--- config.mk ---
export PLATFORM = sky130hd
export DESIGN_NAME = conv_frame_sequencer_flat
export DESIGN_NICKNAME = d
export VERILOG_FILES = /design/src/rtl/conv_frame_sequencer_pkg.sv /design/src/rtl/conv_frame_sequencer_if.sv /design/src/rtl/seq_result_writer.sv /design/src/rtl/conv_frame_sequencer.sv /design/src/flat_wrapper.sv
export SDC_FILE = /design/constraint.sdc
export NUM_CORES = 1
export LEC_CHECK = 0
export BUFFER_PORTS_ARGS = -buffer_cell sky130_fd_sc_hd__clkbuf_2
export CAP_MARGIN = 5
export CORE_UTILIZATION = 48
export CTS_CLUSTER_DIAMETER = 60
export DETAILED_ROUTE_END_ITERATION = 8
export GPL_TIMING_DRIVEN = 0
export PLACE_DENSITY = 0.81
export SETUP_SLACK_MARGIN = 0.05
export SLEW_MARGIN = 0
export SYNTH_ARGS = -nofsm -noshare
export SYNTH_HDL_FRONTEND = slang
export SYNTH_HIERARCHICAL = 1
export SYNTH_SLANG_ARGS = --single-unit
--- constraint.sdc ---
create_clock -name clk -period 2.9 [get_ports clk]
set_clock_uncertainty 0.1 [all_clocks]
set_input_delay 0.435 -clock clk [delete_from_list [all_inputs] [get_ports clk]]
set_output_delay 0.435 -clock clk [all_outputs]
set_load 0.02 [all_outputs]
--- src/rtl/conv_frame_sequencer_pkg.sv ---
// Shared types and sizing helpers for the conv frame sequencer slice.
package conv_seq_pkg;

    typedef enum logic [2:0] {
        IDLE,
        CLEAR,
        FEED,
        DRAIN,
        DONE
    } seq_state_e;

    localparam int DEF_IMG_WIDTH  = 4;
    localparam int DEF_IMG_HEIGHT = 4;
    localparam int FRAME_PIX      = DEF_IMG_WIDTH * DEF_IMG_HEIGHT;

    // Bits needed to hold every value 0..max_val inclusive.
    function automatic int cnt_width(input int max_val);
        return (max_val < 1) ? 1 : $clog2(max_val + 1);
    endfunction

endpackage

--- src/rtl/conv_frame_sequencer_if.sv ---
// Buffer and datapath signals between the frame sequencer and its surroundings.
interface conv_frame_sequencer_if #(
    parameter int DATA_WIDTH   = 8,
    parameter int RESULT_WIDTH = 24,
    parameter int NUM_CHANNELS = 3,
    parameter int NUM_OUTPUTS  = 4,
    parameter int ADDR_WIDTH   = 16
);
    logic                                rd_en;
    logic [ADDR_WIDTH-1:0]               rd_addr;
    logic [NUM_CHANNELS*DATA_WIDTH-1:0]  rd_data;
    logic                                core_clr;
    logic                                pix_valid;
    logic [NUM_CHANNELS*DATA_WIDTH-1:0]  pix_data;
    logic                                res_valid;
    logic [NUM_OUTPUTS*RESULT_WIDTH-1:0] res_data;
    logic                                wr_en;
    logic [ADDR_WIDTH-1:0]               wr_addr;
    logic [NUM_OUTPUTS*RESULT_WIDTH-1:0] wr_data;

    modport master (
        output rd_en, rd_addr, core_clr, pix_valid, pix_data, wr_en, wr_addr, wr_data,
        input  rd_data, res_valid, res_data
    );

    modport slave (
        input  rd_en, rd_addr, core_clr, pix_valid, pix_data, wr_en, wr_addr, wr_data,
        output rd_data, res_valid, res_data
    );
endinterface

--- src/rtl/seq_result_writer.sv ---
// Captures pooled results into the output buffer, counts them and flags overflow.
module seq_result_writer
    import conv_seq_pkg::*;
#(
    parameter int RESULT_WIDTH = 24,
    parameter int NUM_OUTPUTS  = 4,
    parameter int POOL_OUTS    = 1,
    parameter int ADDR_WIDTH   = 16
) (
    input  logic                                clk,
    input  logic                                rst_n,
    input  logic                                clr,
    input  logic                                active,
    input  logic [ADDR_WIDTH-1:0]               out_base,
    input  logic                                res_valid,
    input  logic [NUM_OUTPUTS*RESULT_WIDTH-1:0] res_data,
    output logic                                wr_en,
    output logic [ADDR_WIDTH-1:0]               wr_addr,
    output logic [NUM_OUTPUTS*RESULT_WIDTH-1:0] wr_data,
    output logic                                all_captured,
    output logic                                err_overflow
);
    localparam int OW = cnt_width(POOL_OUTS);

    logic [OW-1:0]                       out_cnt_q, out_cnt_d;
    logic                                wr_en_q, wr_en_d;
    logic [ADDR_WIDTH-1:0]               wr_addr_q, wr_addr_d;
    logic [NUM_OUTPUTS*RESULT_WIDTH-1:0] wr_data_q, wr_data_d;
    logic                                ovf_q, ovf_d;

    always_comb begin
        out_cnt_d = out_cnt_q;
        wr_en_d   = 1'b0;
        wr_addr_d = wr_addr_q;
        wr_data_d = wr_data_q;
        ovf_d     = ovf_q;
        if (clr) begin
            out_cnt_d = '0;
            ovf_d     = 1'b0;
        end else if (active && res_valid) begin
            // Results beyond the expected count are dropped, never written.
            if (int'(out_cnt_q) < POOL_OUTS) begin
                wr_en_d   = 1'b1;
                wr_addr_d = out_base + ADDR_WIDTH'(out_cnt_q);
                wr_data_d = res_data;
                out_cnt_d = out_cnt_q + OW'(1);
            end else begin
                ovf_d = 1'b1;
            end
        end
    end

    always_ff @(posedge clk or negedge rst_n) begin
        if (!rst_n) begin
            out_cnt_q <= '0;
            wr_en_q   <= 1'b0;
            wr_addr_q <= '0;
            wr_data_q <= '0;
            ovf_q     <= 1'b0;
        end else begin
            out_cnt_q <= out_cnt_d;
            wr_en_q   <= wr_en_d;
            wr_addr_q <= wr_addr_d;
            wr_data_q <= wr_data_d;
            ovf_q     <= ovf_d;
        end
    end

    assign wr_en        = wr_en_q;
    assign wr_addr      = wr_addr_q;
    assign wr_data      = wr_data_q;
    assign all_captured = (int'(out_cnt_q) >= POOL_OUTS);
    assign err_overflow = ovf_q;
endmodule

--- src/rtl/conv_frame_sequencer.sv ---
// Frame controller: clears the datapath, streams one frame in, waits for pooled results.
module conv_frame_sequencer
    import conv_seq_pkg::*;
#(
    parameter int DATA_WIDTH    = 8,
    parameter int RESULT_WIDTH  = 24,
    parameter int IMG_WIDTH     = DEF_IMG_WIDTH,
    parameter int IMG_HEIGHT    = DEF_IMG_HEIGHT,
    parameter int NUM_CHANNELS  = 3,
    parameter int NUM_OUTPUTS   = 4,
    parameter int POOL_OUTS     = 1,
    parameter int ADDR_WIDTH    = 16,
    parameter int DRAIN_TIMEOUT = 64
) (
    input  logic                   clk,
    input  logic                   rst_n,
    input  logic                   start,
    input  logic                   hold,
    input  logic [ADDR_WIDTH-1:0]  in_base,
    input  logic [ADDR_WIDTH-1:0]  out_base,
    conv_frame_sequencer_if.master bus,
    output logic                   busy,
    output logic                   done,
    output logic                   err_timeout,
    output logic                   err_overflow
);
    localparam int NPIX = IMG_WIDTH * IMG_HEIGHT;
    localparam int PW   = cnt_width(NPIX);
    localparam int IW   = cnt_width(DRAIN_TIMEOUT);

    seq_state_e            state_q, state_d;
    logic [PW-1:0]         pix_cnt_q, pix_cnt_d;
    logic [IW-1:0]         idle_q, idle_d;
    logic [ADDR_WIDTH-1:0] in_base_q, in_base_d;
    logic [ADDR_WIDTH-1:0] out_base_q, out_base_d;
    logic                  pix_valid_q, pix_valid_d;
    logic                  core_clr_q, core_clr_d;
    logic                  busy_q, busy_d;
    logic                  done_q, done_d;
    logic                  err_to_q, err_to_d;

    logic                  start_accept;
    logic                  rd_en;
    logic                  all_captured;
    logic [NUM_CHANNELS*DATA_WIDTH-1:0] pix_word;

    assign start_accept = (state_q == IDLE) && start;
    assign rd_en        = (state_q == FEED) && !hold;

    always_comb begin
        state_d    = state_q;
        pix_cnt_d  = pix_cnt_q;
        idle_d     = idle_q;
        in_base_d  = in_base_q;
        out_base_d = out_base_q;
        err_to_d   = err_to_q;
        case (state_q)
            IDLE: begin
                if (start) begin
                    state_d    = CLEAR;
                    in_base_d  = in_base;
                    out_base_d = out_base;
                    pix_cnt_d  = '0;
                    idle_d     = '0;
                    err_to_d   = 1'b0;
                end
            end
            CLEAR: state_d = FEED;
            FEED: begin
                if (rd_en) begin
                    pix_cnt_d = pix_cnt_q + PW'(1);
                    if (pix_cnt_q == PW'(NPIX - 1)) state_d = DRAIN;
                end
            end
            DRAIN: begin
                if (bus.res_valid)                      idle_d = '0;
                else if (idle_q != IW'(DRAIN_TIMEOUT))  idle_d = idle_q + IW'(1);
                // A result arriving on the timeout cycle resets the counter, so capture wins.
                if (all_captured) begin
                    state_d = DONE;
                end else if (!bus.res_valid && idle_d == IW'(DRAIN_TIMEOUT)) begin
                    state_d  = DONE;
                    err_to_d = 1'b1;
                end
            end
            DONE: begin
                state_d = IDLE;
                idle_d  = '0;
            end
            default: state_d = IDLE;
        endcase
        pix_valid_d = rd_en;
        core_clr_d  = (state_d == CLEAR);
        busy_d      = (state_d != IDLE);
        done_d      = (state_d == DONE);
    end

    always_ff @(posedge clk or negedge rst_n) begin
        if (!rst_n) begin
            state_q     <= IDLE;
            pix_cnt_q   <= '0;
            idle_q      <= '0;
            in_base_q   <= '0;
            out_base_q  <= '0;
            pix_valid_q <= 1'b0;
            core_clr_q  <= 1'b0;
            busy_q      <= 1'b0;
            done_q      <= 1'b0;
            err_to_q    <= 1'b0;
        end else begin
            state_q     <= state_d;
            pix_cnt_q   <= pix_cnt_d;
            idle_q      <= idle_d;
            in_base_q   <= in_base_d;
            out_base_q  <= out_base_d;
            pix_valid_q <= pix_valid_d;
            core_clr_q  <= core_clr_d;
            busy_q      <= busy_d;
            done_q      <= done_d;
            err_to_q    <= err_to_d;
        end
    end

    logic                                wr_en_w;
    logic [ADDR_WIDTH-1:0]               wr_addr_w;
    logic [NUM_OUTPUTS*RESULT_WIDTH-1:0] wr_data_w;

    seq_result_writer #(
        .RESULT_WIDTH(RESULT_WIDTH),
        .NUM_OUTPUTS (NUM_OUTPUTS),
        .POOL_OUTS   (POOL_OUTS),
        .ADDR_WIDTH  (ADDR_WIDTH)
    ) u_writer (
        .clk         (clk),
        .rst_n       (rst_n),
        .clr         (start_accept),
        .active      (state_q != IDLE),
        .out_base    (out_base_q),
        .res_valid   (bus.res_valid),
        .res_data    (bus.res_data),
        .wr_en       (wr_en_w),
        .wr_addr     (wr_addr_w),
        .wr_data     (wr_data_w),
        .all_captured(all_captured),
        .err_overflow(err_overflow)
    );

    // Read data arrives one cycle after rd_en, aligned with the delayed pix_valid.
    assign pix_word      = bus.rd_data;
    assign bus.pix_data  = pix_word;
    assign bus.rd_en     = rd_en;
    assign bus.rd_addr   = in_base_q + ADDR_WIDTH'(pix_cnt_q);
    assign bus.core_clr  = core_clr_q;
    assign bus.pix_valid = pix_valid_q;
    assign bus.wr_en     = wr_en_w;
    assign bus.wr_addr   = wr_addr_w;
    assign bus.wr_data   = wr_data_w;

    assign busy        = busy_q;
    assign done        = done_q;
    assign err_timeout = err_to_q;
endmodule
--- src/flat_wrapper.sv ---
// flat-port wrapper written by rule: the top's interface ports become plain ports
module conv_frame_sequencer_flat import conv_seq_pkg::*;
#(
    parameter int DATA_WIDTH    = 8,
    parameter int RESULT_WIDTH  = 24,
    parameter int IMG_WIDTH     = DEF_IMG_WIDTH,
    parameter int IMG_HEIGHT    = DEF_IMG_HEIGHT,
    parameter int NUM_CHANNELS  = 3,
    parameter int NUM_OUTPUTS   = 4,
    parameter int POOL_OUTS     = 1,
    parameter int ADDR_WIDTH    = 16,
    parameter int DRAIN_TIMEOUT = 64
)
  (clk, rst_n, start, hold, in_base, out_base, busy, done, err_timeout, err_overflow, bus_rd_en, bus_rd_addr, bus_core_clr, bus_pix_valid, bus_pix_data, bus_wr_en, bus_wr_addr, bus_wr_data, bus_rd_data, bus_res_valid, bus_res_data);
  conv_frame_sequencer_if #(.DATA_WIDTH(DATA_WIDTH), .RESULT_WIDTH(RESULT_WIDTH), .NUM_CHANNELS(NUM_CHANNELS), .NUM_OUTPUTS(NUM_OUTPUTS), .ADDR_WIDTH(ADDR_WIDTH)) bus_i ();
  input  logic clk;
  input  logic rst_n;
  input  logic start;
  input  logic hold;
  input  logic [ADDR_WIDTH-1:0] in_base;
  input  logic [ADDR_WIDTH-1:0] out_base;
  output logic busy;
  output logic done;
  output logic err_timeout;
  output logic err_overflow;
  output wire logic [$bits(bus_i.rd_en)-1:0] bus_rd_en;
  output wire logic [$bits(bus_i.rd_addr)-1:0] bus_rd_addr;
  output wire logic [$bits(bus_i.core_clr)-1:0] bus_core_clr;
  output wire logic [$bits(bus_i.pix_valid)-1:0] bus_pix_valid;
  output wire logic [$bits(bus_i.pix_data)-1:0] bus_pix_data;
  output wire logic [$bits(bus_i.wr_en)-1:0] bus_wr_en;
  output wire logic [$bits(bus_i.wr_addr)-1:0] bus_wr_addr;
  output wire logic [$bits(bus_i.wr_data)-1:0] bus_wr_data;
  input wire logic [$bits(bus_i.rd_data)-1:0] bus_rd_data;
  input wire logic [$bits(bus_i.res_valid)-1:0] bus_res_valid;
  input wire logic [$bits(bus_i.res_data)-1:0] bus_res_data;
  assign bus_rd_en = bus_i.rd_en;
  assign bus_rd_addr = bus_i.rd_addr;
  assign bus_core_clr = bus_i.core_clr;
  assign bus_pix_valid = bus_i.pix_valid;
  assign bus_pix_data = bus_i.pix_data;
  assign bus_wr_en = bus_i.wr_en;
  assign bus_wr_addr = bus_i.wr_addr;
  assign bus_wr_data = bus_i.wr_data;
  assign bus_i.rd_data = bus_rd_data;
  assign bus_i.res_valid = bus_res_valid;
  assign bus_i.res_data = bus_res_data;
  conv_frame_sequencer #(.DATA_WIDTH(DATA_WIDTH), .RESULT_WIDTH(RESULT_WIDTH), .IMG_WIDTH(IMG_WIDTH), .IMG_HEIGHT(IMG_HEIGHT), .NUM_CHANNELS(NUM_CHANNELS), .NUM_OUTPUTS(NUM_OUTPUTS), .POOL_OUTS(POOL_OUTS), .ADDR_WIDTH(ADDR_WIDTH), .DRAIN_TIMEOUT(DRAIN_TIMEOUT)) u_core (.clk(clk), .rst_n(rst_n), .start(start), .hold(hold), .in_base(in_base), .out_base(out_base), .bus(bus_i), .busy(busy), .done(done), .err_timeout(err_timeout), .err_overflow(err_overflow));
endmodule
After elaboration in Yosys (flattened, before gate mapping). Index checks and enable logic that the tools add are counted.

Register bits after elaboration: 167. Input bits: 157. Word-level logic and storage cells: 85.

Add/subtract/negate cells: 5. $lt $le $gt $ge: 2. Equal/unequal tests: 14. Muxes and demuxes: 27. Bitwise logic cells: 1. Reduce and logical (&&, ||, !) cells: 21.

Operator list (count): $mux 7 (4); $pmux 7 s3 (1); $add 16x1->16 (1); $add 16x5->16 (1); $mux 3 (5); $mux 1 (12); $pmux 3 s4 (1); $mux 5 (2); $pmux 5 s2 (1); $reduce_bool 3->1 (3); $reduce_and 2->1 (4); $reduce_bool 2->1 (4); $add 7x1->7 const B (1); $eq 7x7->1 const B (1); $ne 7x7->1 const B (1); $eq 3x1->1 const B (2); $eq 3x2->1 const B (2); $eq 3x3->1 const B (2); $ne 2x1->1 const B (3); $reduce_and 3->1 (2); $add 5x1->5 const B (1); $eq 5x4->1 const B (1); $logic_and 1x1->1 (4); $ne 2x2->1 const B (2); other kinds (8) (9).

Logic depth before layout (Yosys ltp). Gate-level depths: netlist of run 1.

Depth after elaboration: 10. Gate-level depth with buffers: 9.

By module. Netlist of run 1, hierarchy kept.

Modules (own cells, without submodules): seq_result_writer (times used 1, cells each 304, area each 4580.6 sq um, sequential area each 2877.8 sq um); conv_frame_sequencer (times used 1, cells each 254, area each 2775.2 sq um, sequential area each 1301.2 sq um).

Worst setup path before layout of run 1. OpenSTA, ideal clock, no wires.

Path type: register -> output. From: reg u_core.pix_cnt_q[0]. To: out bus_rd_addr[12]. Data arrival time: 2.152 ns. Setup slack: 0.213 ns. Stages on the path, launching flop included: 9. Buffers on the path: 0. Path through: dfrtp_1 ha_1 inv_1 fa_1 nor2b_1 o21ai_0 a21boi_0 o2111ai_1 xnor2_1.

Word-level cells in the longest chain between the ends: 1.

RTL lines: start, declared (RTL line conv_frame_sequencer.sv:32) `logic [PW-1:0] pix_cnt_q, pix_cnt_d;`; start signal, assigned (RTL line conv_frame_sequencer.sv:112) `pix_cnt_q <= pix_cnt_d;`; $add 16x5->16 (RTL line conv_frame_sequencer.sv:152) `assign bus.rd_addr = in_base_q + ADDR_WIDTH'(pix_cnt_q);`; end, declared (RTL line flat_wrapper.sv:27) `output wire logic [$bits(bus_i.rd_addr)-1:0] bus_rd_addr;`.

Every way passes these cells.

Final worst setup path of run 1.
From: reg u_core.pix_cnt_q[0]. To: out bus_rd_addr[14].

The elaborated chain is that of the path after synthesis.

==> metrics.yaml, run 1 <==
floorplan:
  die_width_um: 126
  dieArea_mm2: 0.0158
  num_rows: 44
  start_util_pct: 49.9
  io_pins: 317
  core-area_mm2: 0.0148
  fp.dieH_um: 126
critical_path:
  cp_data_arrival_time_ns: 2.41
  reg2reg_slack_ns: 0.29
  critical_path_peak_fanout: 4
  startpoint: "u_core/pix_cnt_q[0]"
  cp_data_required_time_ns: 2.37
  endpoint_kind: "output port"
  path_class: "reg2out"
  worst_setup_path_start_kind: "register"
  rr_startpoint: "u_core/state_q[2]"
cells_and_area:
  final_util_pct: 66.3
  final_nets: 1048
  finalNonFillerCells: 1075
  post_route_cells_drive_above_1_share_pct: 48.0
  area_delta_synth_final_pct: 32.9
  antenna_cells: 0
timing:
  fin_crit_sh_pct: 102
  rsz0062_at_grt: "yes"
  layout_setup_ws_ns: -0.0484
  final.min_clock_period_ns: 2.95
  tightest_slew_ns: 0.547
  relSlewSlack_pct: 63.5
  slew_viol_final: 0
  fmax_ghz: 0.339
  hold_viol: 0
  setup_viol: 1
routing:
  postRouteAntennaNets: 0
  wl_per_cell_um: 16.8
  drc: 0
  viasPerCell: 5.06
  dr.pass1.iters: 4
  vias: 5435
  wl_um: 18100
  drtIter0Drc: 179
clocking:
  cts_buffers: 17
  htreeDepth: 4
  clock_sinks: 167
  cts_buffer_depth: 2
  clock-root-buffer: "clkbuf_16"
  clk_pin_slew_ns: 0.07
  cts_tree: "built"
  clk_latency_ns: 0.41
placed_design:
  dp_cells: 1035
  pre_cts_slack_ns: -0.0500
  hpwlAfterDp_um: 13600
  place_congestion: 0.785
  portBuffers: 292
yosys:
  synth.top_cells.by_area: "dfrtp_1, mux2_1, mux2_2, buf_4, xnor2_1"
  synthArstFlopShare_pct: 100
  syn_area_mm2: 0.00736
  synth-edff-count: 0
  synthFlopType: "dfrtp_1"
  avgSynthCellArea_um2: 13.2
  yosysTopAreaCellShare_pct: 56.8
  syn_inst: 558
  yosysWarnings: 6
  synth.largest_area_cell: "dfrtp_1"
  ys_types: 50
  ys_seq_elements: 167
  synth_seq_area_share_pct: 56.8
  syn-num-nets: 728
min_path:
  min_path_type: "in2reg"
  hold_start: "bus_res_data[37]"
global_route:
  antenna_found_initial: 1
  grt_max_degree: 100
  grt_pass1_vias: 5411
  grt_usage_pct: 23.4
  grt-ovfl-total: 0
  grt_pass1_wl_um: 28200
power:
  p_sw_mw: 4.67
  p_leak_nw: 4.80
  p_sw_share_pct: 40.9
  comb_power_share_pct: 44.5
  clkPwrFrac_pct: 18.6
  irDropWorstVdd_mv: 0.848
  p_int_mw: 6.76
  p_seq_share_pct: 36.9
  power_density_mw_per_mm2: 1170
outcome:
  status: "complete, but fails checks"
  failed_checks: "negative setup slack"
job:
  drv_cap: 0
==> cell type report <==
class,count,area (um2)
plain buffers,44,319
clock buffers,18,439
clock inverters,14,129
fillers,1106,4980
inverters,16,60.1
multi-input cells,331,2850
flip-flops and latches,167,4180
well taps,184,230
repair buffers,301,1580
==> cells in the final DEF, fill, tap and decap left out, types with 3 or more instances in the layout <==
cell type     n
mux2_2       30
buf_4        48
inv_1        15
dfrtp_1     167
xnor2_1      25
nand3_1      12
and3_1        6
buf_2         6
clkbuf_16    17
nand4_1       4
nor4_2        3
mux2_1      100
a21oi_1      20
a21o_1        5
nand2_1      15
clkinv_4      4
o31ai_1       3
or3_1         4
ha_1         10
o21ai_0      11
o21ai_1       3
clkinvlp_4    6
nor3_1        5
nor2_1       33
clkbuf_2    285
xor2_1        4
==> final timing paths <==
path | to | cells past startpoint
min in group asynchronous | u_core/u_writer/wr_data[45] | 2
max | bus_rd_addr[14] | 10
max reg2reg | u_core/u_writer/wr_addr[9] | 9
max in group asynchronous | u_core/u_writer/wr_data[18] | 3
min reg2reg | u_core/u_writer/wr_data[92] | 1
min | u_core/u_writer/wr_data[37] | 2
==> cell usage after synthesis (2+ instances only) <==
cell       number
xor2_1          4
o2111ai_1       3
nor2b_1         2
and3_1          6
nand4_1         4
nand3_1        12
inv_1          16
nor2_1         33
ha_1           12
dfrtp_1       167
nor4_1          2
buf_4          35
buf_2           6
o21ai_0        15
mux2_2         30
o31ai_1         3
a31oi_1         2
xnor2_1        25
mux2_1        100
nor4_2          3
nand2_1        15
a21oi_1        20
or3_1           4
a211oi_1        2
a21o_1          5
a21oi_2         2
o22ai_1         2
nor3_1          5
buf_6           2
==> cell families after synthesis <==
logic type	after synthesis	synth area share (%)
multiplexers	130	19.9
buffers and inverters	60	5.15
XOR/XNOR	29	3.45
adder cells (fa/ha/maj)	13	2.31
flip-flops	167	56.8
AND/OR/NAND/NOR	97	7.13
AO/OA/AOI/OAI	62	5.24
==> what timing repair did <==
action / in CTS / in global routing
buffers inserted: 5 / 2
hold endpoints to repair: 68 / 0
endpoints found under the setup margin: 6 / 10
resized for setup: 10 / 18
pin swaps: 4 / 6
hold buffers: 1 / 0
==> critical path: stages (launching register included) <==
cell       delay, ns
dfrtp_1         0.38
ha_2            0.20
inv_2           0.04
fa_2            0.34
nor2b_2         0.14
o21ai_2         0.08
a21boi_2        0.16
buf_4           0.16
o2111ai_2       0.12
xnor2_1         0.20
buf_4           0.17
==> per-stage QoR <==
step	hold WS (ns)	TNS, ns	power [mW]	area [um2]
floorplan	0.0394	0	7.37	7360
global placement	0.367	-284.25	9.03	9050
detailed placement	0.368	-0.176	9.20	9080
CTS	0.111	0	11.5	9730
global route	0.114	-0.486	12.1	9780
finish	0.129	-0.0484	11.4	9780
==> power by group through the flow <==
| stage | clock network [mW] | registers [mW] | logic, mW |
|---|---|---|---|
| 4_1_cts | 2.20 | 4.20 | 5.05 |
| 3_5_place_dp | 0 | 4.23 | 4.97 |
| 2_1_floorplan | 0 | 5.16 | 2.22 |
| 5_1_grt | 2.31 | 4.37 | 5.44 |
| 3_3_place_gp | 0 | 4.17 | 4.86 |
| 6_report | 2.13 | 4.21 | 5.09 |
==> flip-flops by register name, indices dropped and copies added (netlist names) <==
name,count
u_core/err_timeout,1
u_core/u_writer/out_cnt_q,1
u_core/idle_q,7
u_core/out_base_q,16
u_core/u_writer/wr_addr,16
u_core/busy,1
u_core/u_writer/wr_data,96
u_core/u_writer/err_overflow,1
u_core/u_writer/wr_en,1
u_core/in_base_q,16
u_core/pix_cnt_q,5
u_core/done,1
u_core/state_q,3
u_core/bus.core_clr,1
u_core/bus.pix_valid,1
==> routing by layer <==
layer	up-vias	wire length, um	global-route usage (%)
li1	2564	-	-
met1	2660	7140	27.5
met2	182	9540	41.6
met3	27	1020	5.95
met4	2	357	8.15
met5	-	11	0
Power figures use the tool's default switching activity.
==> run 2: changes to the inputs <==
--- a/config.mk
+++ b/config.mk
@@ -13,6 +13,7 @@
 export GPL_TIMING_DRIVEN = 0
 export PLACE_DENSITY = 0.81
 export SETUP_SLACK_MARGIN = 0.05
+export SKIP_CTS_REPAIR_TIMING = 1
 export SLEW_MARGIN = 0
 export SYNTH_ARGS = -nofsm -noshare
 export SYNTH_HDL_FRONTEND = slang
==> run 2 against run 1 <==
  * Register-to-register slack improved by 0.02 ns
  * Final area fell by 0.28%
  * Critical path type unchanged
  * First-iteration DRC count fell by 12%
  * Sequential power barely moved
  * Sequential share of layout area rose by 0.13 points
  * Hold slack improved by 0.0029 ns
  * Critical path depth fell by 1
  * Clock power barely moved
  * Die area did not move
  * The flow now finishes without violations
  * Largest power group unchanged
  * Worst setup slack improved by 0.068 ns
  * Non-clock buffer count fell by 3
==> metrics.yaml, run 2 (same netlist as run 1, synthesis figures left out) <==
floorplan:
  die_width_um: 126  # unchanged
  dieArea_mm2: 0.0158  # unchanged
  num_rows: 44  # unchanged
  fp.dieH_um: 126  # unchanged
  io_pins: 317  # unchanged
  core-area_mm2: 0.0148  # unchanged
  start_util_pct: 49.9  # unchanged
min_path:
  min_path_type: "in2reg"
  hold_start: "bus_res_data[84]"
  holdPathStages: 2  # unchanged
critical_path:
  reg2reg_depth: 9  # unchanged
  endpoint_kind: "output port"
  critical_path_peak_fanout: 6  # +2
  rr_startpoint: "u_core/state_q[2]"
  cp_data_required_time_ns: 2.37  # about the same
  cp_data_arrival_time_ns: 2.35  # -0.06 ns
  path_class: "reg2out"
  worst_setup_path_start_kind: "register"
  startpoint: "u_core/in_base_q[0]"
timing:
  tightest_slew_ns: 0.553  # +0.00596 ns
  final.min_clock_period_ns: 2.88  # -0.0675 ns
  fin_crit_sh_pct: 99.3  # -2.3 points
  hold_viol: 0  # unchanged
  relSlewSlack_pct: 63.1  # -0.40 points
  rsz0062_at_grt: "yes"
  layout_setup_ws_ns: 0.0191  # +0.0675 ns
  fin_hold_ws_ns: 0.131  # +0.00287 ns
  fmax_ghz: 0.347  # +2.3%
  slew_viol_final: 0  # unchanged
  setup_viol: 0  # -1
  tns_ns: 0  # +0.0484 ns
routing:
  drtIter0Drc: 157  # -12%
  viasPerCell: 5.05  # -0.16%
  wl_per_cell_um: 16.8  # -0.26%
  drc: 0  # unchanged
  dr.pass1.iters: 4  # unchanged
  wl_um: 18000  # -0.54%
  vias: 5411  # -0.44%
  postRouteAntennaNets: 0  # unchanged
clocking:
  clock-root-buffer: "clkbuf_16"
  clk_latency_ns: 0.41  # about the same
  clk_pin_slew_ns: 0.07  # about the same
  htreeDepth: 4  # unchanged
  clock_sinks: 167  # unchanged
  cts_buffer_depth: 2  # unchanged
  cts_buffers: 17  # unchanged
  cts_tree: "built"
power:
  irDropWorstVdd_mv: 0.761  # -10%
  p_leak_nw: 4.79  # -0.21%
  p_total_mw: 11.4  # -0.17%
  power_density_mw_per_mm2: 1170  # +0.11%
outcome:
  status: "completed"
global_route:
  grt_usage_pct: 23.2  # -0.22 points
  grt-ovfl-total: 0  # unchanged
  grt_max_degree: 100  # unchanged
  grt_pass1_vias: 5348  # -1.2%
  grt_pass1_wl_um: 28000  # -0.83%
  antenna_found_initial: 1  # unchanged
cells_and_area:
  final_nets: 1045  # -0.29%
  area_delta_synth_final_pct: 32.6
  final_util_pct: 66.1  # -0.19 points
  multi_input_area_mm2: 0.00284  # -0.22%
  post_route_cells_drive_above_1_share_pct: 47.6  # -0.40 points
  antenna_cells: 0  # unchanged
  largest_reg_flops: 96  # unchanged
  final_cell_mix: "clkbuf_2, dfrtp_1, mux2_1"
  layout_commonest_cell: "clkbuf_2"
  regArea_mm2: 0.00418  # about the same
  nFillCells: 1112  # +0.54%
placed_design:
  hpwlAfterDp_um: 13600  # unchanged
  pre_cts_slack_ns: -0.0500  # unchanged
  portBuffers: 292  # unchanged
  place_congestion: 0.785  # unchanged
job:
  drv_cap: 0  # unchanged
[run 2: cell types whose count changed in the layout (fill, tap and decap cells not counted), sizes merged]
cell    change
clkbuf      -1
buf         -2
[run 2: per-stage QoR]
stage | instances | instance area, um2
after global placement | 1034 | 9050
after floorplan | 558 | 7360
after global routing | 1072 | 9750
final | 1072 | 9750
after CTS | 1067 | 9650
after detailed placement | 1035 | 9080
[run 2: metal layers]
layer | wire length (um) | vias to the layer above | track usage, %
li1 | - | 2556 | -
met1 | 7090 | 2634 | 27.5
met2 | 9450 | 192 | 40.8
met3 | 1060 | 27 | 5.95
met4 | 356 | 2 | 8.15
met5 | 11 | - | 0
[run 2: worst paths after layout]
| check | to | slack, ns |
|---|---|---|
| worst max-delay path | bus_rd_addr[12] | 0.02 |
| worst min register to register | u_core/u_writer/wr_data[92] | 0.38 |
| min in group asynchronous | u_core/u_writer/wr_data[45] | 0.46 |
| max in group asynchronous | u_core/u_writer/wr_data[18] | 1.37 |
| worst max register to register | u_core/u_writer/wr_addr[9] | 0.31 |
| worst min-delay path | u_core/u_writer/wr_data[84] | 0.13 |
[run 2: cell type report]
cell class                 count  share of cell area, %
sequential                   167                   42.9
multi-input combinational    331                   29.1
timing repair buffer         298                   15.9
clock buffer                  18                   4.50
buffer                        44                   3.27
tap                          184                   2.36
clock inverter                14                   1.32
inverter                      16                  0.616
[run 2: where the power goes]
part           switching (mW)  total (mW)  internal [mW]
logic                    2.99        5.06           2.07
registers               0.753        4.21           3.46
clock network           0.926        2.13           1.21
[run 2: worst max-delay path, cell delays in order (launching register included)]
cell and delay, ns:
dfrtp_1 0.40, ha_4 0.15, inv_2 0.04, fa_2 0.35
nor2b_2 0.13, o21ai_2 0.08, a21boi_4 0.25, o2111ai_1 0.15
xnor2_1 0.20, buf_4 0.19
==> run 3: changes to the inputs <==
--- a/config.mk
+++ b/config.mk
@@ -12,6 +12,7 @@
 export DETAILED_ROUTE_END_ITERATION = 8
 export GPL_TIMING_DRIVEN = 0
 export PLACE_DENSITY = 0.81
+export REMOVE_ABC_BUFFERS = 1
 export SETUP_SLACK_MARGIN = 0.05
 export SKIP_CTS_REPAIR_TIMING = 1
 export SLEW_MARGIN = 0
==> run 3 against run 2 <==
  * The flow now finishes with violations (negative setup slack)
  * Final area is 2.1% lower
  * Combinational power is essentially flat
  * First-iteration DRC count up 23%
  * Sequential cell count unchanged
  * Via count decreased by 1.5%
  * Clock power is 5% higher
  * Register-to-register slack lost 0.12 ns
  * Highest routed layer is now met4
==> metrics.yaml, run 3 (same netlist as run 1, synthesis figures left out) <==
global_route:
  grt_max_degree: 91  # -9.0%
  grt_pass1_wl_um: 28500  # +1.7%
  grt-ovfl-total: 0  # unchanged
  antenna_found_initial: 0  # -1
  grt_usage_pct: 23.4  # +0.26 points
  grt_pass1_vias: 5384  # +0.67%
floorplan:
  io_pins: 317  # unchanged
  num_rows: 44  # unchanged
  dieArea_mm2: 0.0158  # unchanged
  die_width_um: 126  # unchanged
  fp.dieH_um: 126  # unchanged
  core-area_mm2: 0.0148  # unchanged
  start_util_pct: 49.9  # unchanged
power:
  p_leak_nw: 4.60  # -4.1%
  power_density_mw_per_mm2: 1210  # +3.2%
  irDropWorstVdd_mv: 0.880  # +16%
timing:
  layout_setup_ws_ns: -0.0537  # -0.0728 ns
  hold_viol: 0  # unchanged
  relSlewSlack_pct: 50.9  # -12 points
  rsz0062_at_grt: "yes"
  setup_viol: 4  # +4
  tightest_slew_ns: 0.737  # +0.183 ns
  slew_viol_final: 0  # unchanged
  final.min_clock_period_ns: 2.95  # +0.0728 ns
  fin_crit_sh_pct: 102  # +2.5 points
  fmax_ghz: 0.339  # -2.5%
routing:
  drtIter0Drc: 193  # +23%
  wl_um: 18500  # +2.8%
  dr.pass1.iters: 5  # +1
  wl_per_cell_um: 18.2  # +8.4%
  vias: 5329  # -1.5%
  drc: 0  # unchanged
  postRouteAntennaNets: 0  # unchanged
  viasPerCell: 5.25  # +3.9%
critical_path:
  crit_chain: "ha_4, inv_2, fa_2, nor2b_2, o21ai_2, a21boi_2, buf_6, o2111ai_4, xnor2_2, buf_4"
  cp_data_arrival_time_ns: 2.42  # +0.07 ns
  path_class: "reg2out"
  critical_path_peak_fanout: 6  # unchanged
  critical-path-top-delay-family: "adder cells"
  critPathBufInv: 3  # +1
  slowest_delay_ns: 0.41  # about the same
  cp_slowest_cell: "dfrtp_1"
  worst_setup_path_start_kind: "register"
  endpoint_kind: "output port"
  cp_data_required_time_ns: 2.37  # about the same
cells_and_area:
  post_route_cells_drive_above_1_share_pct: 44.7  # -2.9 points
  area_delta_synth_final_pct: 29.7
  nFillCells: 1130  # +1.6%
  largest_reg_flops: 96  # unchanged
  antenna_cells: 0  # unchanged
  fin_area_mm2: 0.00954  # -2.1%
  layout_commonest_cell: "clkbuf_2"
  final_nets: 990  # -5.3%
  final_cell_mix: "clkbuf_2, dfrtp_1, mux2_1"
placed_design:
  hpwlAfterDp_um: 13400  # -1.7%
  place_congestion: 0.796  # +1.4%
  portBuffers: 268  # -8.2%
  pre_cts_slack_ns: -0.122  # -0.0722 ns
  placed_area_mm2: 0.00881  # -3.1%
clocking:
  htreeDepth: 4  # unchanged
  cts_buffer_depth: 2  # unchanged
  cts_tree: "built"
  clk_pin_slew_ns: 0.06  # about the same
  clock_sinks: 167  # unchanged
  clock-root-buffer: "clkbuf_16"
  cts_buffers: 17  # unchanged
  clk_latency_ns: 0.41  # about the same
outcome:
  status: "complete, but fails checks"
  failed_checks: "negative setup slack"
job:
  drv_cap: 0  # unchanged
min_path:
  min_path_type: "in2async"
[run 3: changes by cell type in the layout (fill, tap and decap cells not counted), sizes merged]
cell and change:
dlygate4sd3 -1, nor2 +1, buf -27, clkbuf -27, clkinv -3, inv +5, bufinv +1, clkinvlp -5
[run 3: layer usage]
metal | wire length (um) | track usage [%] | vias to the layer above
met5 | 0 | 0 | -
met3 | 1850 | 10.5 | 11
met2 | 9520 | 40.4 | 237
li1 | - | - | 2458
met1 | 6960 | 26.8 | 2623
met4 | 128 | 4.89 | 0
[run 3: worst paths after layout]
kind                                        startpoint                          end  slack [ns]  cells past startpoint
min in group clk                      bus_res_data[25]  u_core/u_writer/wr_data[25]        0.13                      2
max                                u_core/pix_cnt_q[0]              bus_rd_addr[14]       -0.05                     10
max reg2reg                          u_core/state_q[2]  u_core/u_writer/wr_data[24]        0.19                      8
min reg2reg                u_core/u_writer/wr_data[36]  u_core/u_writer/wr_data[36]        0.38                      1
min                                              rst_n                  u_core/busy      0.0003                      1
max in group asynchronous                        rst_n  u_core/u_writer/wr_data[85]        1.87                      2
[run 3: cell type report]
cell class                      instances  area [um2]  share of cell area, %
Inverter                               16        60.1                  0.629
Multi-Input combinational cell        332        2900                   30.4
Clock inverter                         12         141                   1.48
Clock buffer                           19         443                   4.64
Timing Repair Buffer                  286        1590                   16.6
Sequential cell                       167        4180                   43.8
Tap cell                              184         230                   2.41
[run 3: stage by stage]
step	hold WS (ns)	total power, mW	utilization [%]	instances	setup TNS [ns]
2_1_floorplan	0.0394	7.25	-	514	-832.89
3_3_place_gp	0.367	8.75	58.3	966	-1570.08
3_5_place_dp	0.374	9.13	59.7	979	-2.30
4_1_cts	0.0114	11.4	63.6	1010	-5.68
5_1_grt	0.0446	12.2	64.7	1016	-0.788
6_report	0.000312	11.5	64.7	1016	-0.109
[run 3: worst register-to-register path: cells and delay by family, from the launching register on]
family / cells / cell delay (ns)
buffers and inverters: 4 / 0.64
DFF: 1 / 0.45
muxes: 1 / 0.33
and+or+nand+nor: 3 / 1.08
[run 3: where the power goes]
part	internal, mW	leakage, nW	switching, mW
Combinational	2.10	2.31	2.97
Sequential	3.46	2.00	0.760
Clock	1.31	0.287	0.934
